## src/rtl/dut_io_stream_ctrl.sv

```systemverilog
// Word-serial bridge between a 32-bit AXI-style stream and wide DUT vectors.
// Input path: assembles 32-bit words into dut_input_vec, pulsing dut_input_valid on completion.
// Output path: snapshots dut_output_vec on capture and streams it out word by word.
module dut_io_stream_ctrl #(
    parameter int unsigned dut_input_width  = 256,
    parameter int unsigned dut_output_width = 256,
    localparam int unsigned IW = (dut_input_width + 31) / 32,
    localparam int unsigned OW = (dut_output_width + 31) / 32,
    localparam int unsigned CW = $clog2(IW) + 1,
    localparam int unsigned XW = $clog2(OW) + 1
) (
    input  logic                        clk,
    input  logic                        reset,
    input  logic [31:0]                 in_word,
    input  logic                        in_valid,
    output logic                        in_ready,
    input  logic                        in_hold,
    input  logic                        in_abort,
    output logic [dut_input_width-1:0]  dut_input_vec,
    output logic                        dut_input_valid,
    input  logic [dut_output_width-1:0] dut_output_vec,
    input  logic                        capture,
    output logic [31:0]                 out_word,
    output logic                        out_valid,
    input  logic                        out_ready,
    output logic                        out_last,
    output logic [CW-1:0]               in_count
);

    typedef enum logic {StIdle, StSend} state_e;

    logic [32*IW-1:0] asm_q;
    logic [32*IW-1:0] asm_full;
    logic             hs;
    logic             last_hs;

    state_e           state_q, state_d;
    logic [XW-1:0]    idx_q, idx_d;
    logic [32*OW-1:0] snap_q, snap_d;

    assign in_ready = !in_hold && !reset;
    // Abort takes priority: a word offered alongside abort is dropped.
    assign hs       = in_valid && in_ready && !in_abort;
    assign last_hs  = hs && (in_count == CW'(IW - 1));

    // Assembly buffer with the current word merged in at slot in_count.
    always_comb begin
        asm_full = asm_q;
        for (int k = 0; k < int'(IW); k++) begin
            if (in_count == CW'(k)) begin
                asm_full[32*k +: 32] = in_word;
            end
        end
    end

    // Input assembly state; dut_input_vec only updates on a completed vector.
    always_ff @(posedge clk) begin
        if (reset) begin
            asm_q           <= '0;
            in_count        <= '0;
            dut_input_vec   <= '0;
            dut_input_valid <= 1'b0;
        end else begin
            dut_input_valid <= last_hs;
            if (in_abort) begin
                in_count <= '0;
            end else if (hs) begin
                asm_q <= asm_full;
                if (last_hs) begin
                    in_count      <= '0;
                    dut_input_vec <= asm_full[dut_input_width-1:0];
                end else begin
                    in_count <= in_count + CW'(1);
                end
            end
        end
    end

    // Output FSM state register.
    always_ff @(posedge clk) begin
        if (reset) begin
            state_q <= StIdle;
            idx_q   <= '0;
            snap_q  <= '0;
        end else begin
            state_q <= state_d;
            idx_q   <= idx_d;
            snap_q  <= snap_d;
        end
    end

    // Output FSM next-state and stream outputs; capture is ignored while sending.
    always_comb begin
        state_d   = state_q;
        idx_d     = idx_q;
        snap_d    = snap_q;
        out_valid = 1'b0;
        out_word  = '0;
        out_last  = 1'b0;
        unique case (state_q)
            StIdle: begin
                if (capture) begin
                    snap_d                       = '0;
                    snap_d[dut_output_width-1:0] = dut_output_vec;
                    idx_d                        = '0;
                    state_d                      = StSend;
                end
            end
            StSend: begin
                out_valid = 1'b1;
                for (int k = 0; k < int'(OW); k++) begin
                    if (idx_q == XW'(k)) begin
                        out_word = snap_q[32*k +: 32];
                    end
                end
                out_last = (idx_q == XW'(OW - 1));
                if (out_ready) begin
                    if (out_last) begin
                        state_d = StIdle;
                    end else begin
                        idx_d = idx_q + XW'(1);
                    end
                end
            end
        endcase
    end

endmodule

```

## config.mk

```make
export PLATFORM = sky130hd
export DESIGN_NAME = dut_io_stream_ctrl
export DESIGN_NICKNAME = d
export VERILOG_FILES = /design/src/rtl/dut_io_stream_ctrl.sv
export SDC_FILE = /design/constraint.sdc
export NUM_CORES = 2
export LEC_CHECK = 0
export CORE_AREA = 2 2 244 294
export CTS_CLUSTER_DIAMETER = 150
export DETAILED_ROUTE_END_ITERATION = 10
export DIE_AREA = 0 0 246 296
export DONT_BUFFER_PORTS = 1
export HOLD_SLACK_MARGIN = 0.1
export MAX_ROUTING_LAYER = met4
export SETUP_SLACK_MARGIN = 0.4
export SYNTH_ARGS = -nofsm -noshare
export SYNTH_HDL_FRONTEND = slang
export SYNTH_SLANG_ARGS = --single-unit
```

## constraint.sdc

```tcl
create_clock -name clk -period 2.45 [get_ports clk]
set_clock_uncertainty 0.15 [all_clocks]
set_input_delay 0.735 -clock clk [delete_from_list [all_inputs] [get_ports clk]]
set_output_delay 0.735 -clock clk [all_outputs]
set_load 0.005 [all_outputs]
```

==> reports/metrics.cfg <==
[detailed_routing]
wl_met2_um=64820
highest-signal-layer=met4
wl_met1_um=43820
dr.first_iter.drc_count=2366
num_vias=28610
route.met3.wl_um=9723
drcViolationCount=0
drt-pass1-iter-count=6
routed_wl_um=127100
via_per_inst=5.703
postRouteAntennaNets=0
wl_per_cell_um=25.33

[die]
coreArea_sq_um=70290
num_rows=107
ios=591
chipHeight_um=296
initial_core_util_pct=43.53
die-area_sq_um=72820
chipWidth_um=246

[global_routing]
grt_pass1_vias=25790
grt_start_max_net_pins=748
grt_usage_pct=33.66
grt_overflow=0
grt_antenna_before_repair=1
grt_pass1_wl_um=175300

[place]
gp_congestion=1.025
placed_area_sq_um=31920
portBuffers=0
hpwl_um=77840

[timing]
tightest_slew_ns=4.064
hold_violations=0
rsz0062_at_grt=true
fin_ws_ns=-1.485
maxSlewViolCount=616
max_slew_margin_pct=-171.0
setup_violations=576
fmax_ghz=0.2541
finalCriticalPeriod_ns=3.935
fin_crit_sh_pct=160.6
setup_tns_ns=-251.24
whs_ns=0.003147

[yosys]
synthesis.nets=4293
synth-seq-area-share_pct=48.82
postSynth.asyncResetShare_pct=0
netlist_area_sq_um=30590
synth_edf_count=0
synthFlopType=dfxtp_1
ys_warn_count=0
synth_cell_type_count=35
ys_seq_elements=746
synth_cells=3990
syn_avg_cell_area_sq_um=7.667

[hold_path]
hp-class=input pin to flop
holdPathStages=1

[worst_setup_path]
crit_fanout=747
end_kind=flop
worst-path-stages=2
required_ns=2.88
crit_family=simple AND/OR/NAND/NOR gates
crit_path_top_delay_cell=nor3_1
crit_arrival_ns=4.37
worstRegToRegCells=7
cp_num_buf_inv=1
crit_type=input pin to flop
rrSetupSlack_ns=0.29
cp-start-kind=input pin
cp_slowest_stage_delay_ns=1.13
path_cells=nor3_1 -> dlygate4sd3_1

[cts]
path_clk_slew_ns=0.06
cts.sinks=746
htree_levels=3
numCtsBuffers=79
clock_latency_ns=0.64
tritoncts=done
cts_max_path_buffers=3
cts-root-buf=clkbuf_16

[run_status]
violations=slew limit, setup timing
outcome=complete, but fails checks

[finish]
final_common_cell=nand2_1
nets=4335
syn_to_final_growth_pct=23.89
final_cell_mix=1188 x nand2_1, 738 x dfxtp_1, 595 x a21oi_1, 232 x nor2_1, 191 x dlygate4sd3_1
drive_gt1_share_pct=11.64
fin_area_sq_um=37900

[job]
drv_cap=0

[pwr]
power_density_nw_per_um2=698.0
ir_drop_mv=0.6005
leakage_uw=0.01236

## Yosys cell counts (2+ instances only)
| cell type | instances | area [sq um] |
|---|---|---|
| nand3_1 | 100 | 500.5 |
| nand3b_1 | 3 | 22.52 |
| nand2_1 | 1188 | 4459 |
| dfxtp_1 | 746 | 14930 |
| nor3_1 | 8 | 40.04 |
| o21ai_0 | 96 | 480.5 |
| buf_4 | 11 | 82.58 |
| nand4_1 | 2 | 12.51 |
| nor2_1 | 233 | 874.6 |
| nor2b_1 | 5 | 31.28 |
| mux2i_1 | 131 | 1311 |
| nor2_2 | 3 | 18.77 |
| a22oi_1 | 32 | 240.2 |
| a21oi_1 | 674 | 3373 |
| nor3b_1 | 4 | 30.03 |
| xor2_1 | 2 | 17.52 |
| ha_1 | 8 | 100.1 |
| clkbuf_1 | 275 | 1032 |
| and2_0 | 2 | 12.51 |
| and2_1 | 2 | 12.51 |
| buf_2 | 88 | 440.4 |
| nand2b_1 | 3 | 18.77 |
| a22o_1 | 2 | 17.52 |
| a311oi_1 | 96 | 840.8 |
| a211oi_1 | 162 | 1216 |
| inv_1 | 68 | 255.2 |
| buf_1 | 38 | 142.6 |
## final timing paths
check	start	to
min	reset	asm_q[188]
max	reset	in_count[1]
min reg2reg	asm_q[149]	asm_q[149]
max reg2reg	in_count[1]	dut_input_vec[61]
## per-stage QoR
step,total power [uW],utilization [%],instances,setup WS (ns)
after global placement,14020,45.42,4640,-0.2031
after floorplan,13760,-,3990,0.1546
after CTS,26550,53.12,4992,-0.7759
final,26460,53.93,5017,-1.485
after global routing,27190,53.92,5015,-0.8571
after detailed placement,14030,45.42,4640,-0.1933
## sequential cells by signal, summed over array words and instances, names as in the netlist
| name | flops |
|---|---|
| dut_input_vec | 256 |
| snap_q | 256 |
| state_q | 1 |
| idx_q | 4 |
| dut_input_valid | 1 |
| in_count | 4 |
| asm_q | 224 |
## power by group
group / leakage, uW / total [uW] / internal, uW / switching, uW
Clock: 0.00126 / 12100 / 6880 / 5200
Sequential: 0.00605 / 12600 / 12400 / 253
Combinational: 0.00504 / 1750 / 718 / 1030
## layout make-up
class                           count  area (sq um)
Tap cell                          926          1159
Clock inverter                     19         284.0
Antenna cell                        3         7.507
Timing Repair Buffer              373          4390
Sequential cell                   746         14960
Fill cell                        6551         32380
Inverter                           69         266.5
Multi-Input combinational cell   2763         14530
Clock buffer                      118          2303
## worst register-to-register path, cell delays in order (launching register included)
cell and delay [ns]:
dfxtp_4 0.37, inv_2 0.09, ha_2 0.20, nor3b_4 0.26, buf_12 0.18, buf_4 0.22, mux2i_1 0.28, a211oi_1 0.10
## logic make-up after synthesis
kind of cell | after synthesis | synth area share [%]
AND/OR/NAND/NOR | 1559 | 19.93
AO/OA/AOI/OAI | 1062 | 20.16
flip-flops | 746 | 48.82
buffers and inverters | 481 | 6.396
multiplexers | 131 | 4.286
adder cells (fa/ha/maj) | 8 | 0.3272
XOR/XNOR | 3 | 0.08590
## metal layers
| metal | up-vias | track usage [%] |
|---|---|---|
| met2 | 1263 | 59.21 |
| li1 | 13470 | - |
| met3 | 311 | 7.475 |
| met4 | 0 | 20.30 |
| met5 | - | - |
| met1 | 13570 | 34.05 |
## repair_timing
item | 4_1_cts | 5_1_grt
hold buffers | 190 | 1
pin swaps | 26 | 21
resized for setup | 114 | 76
buffers inserted | 13 | 12
cloned | 12 | 9
setup endpoints to repair | 285 | 328
endpoints found under the hold margin | 515 | 166
Note: power is estimated with default switching activity, not from simulation.
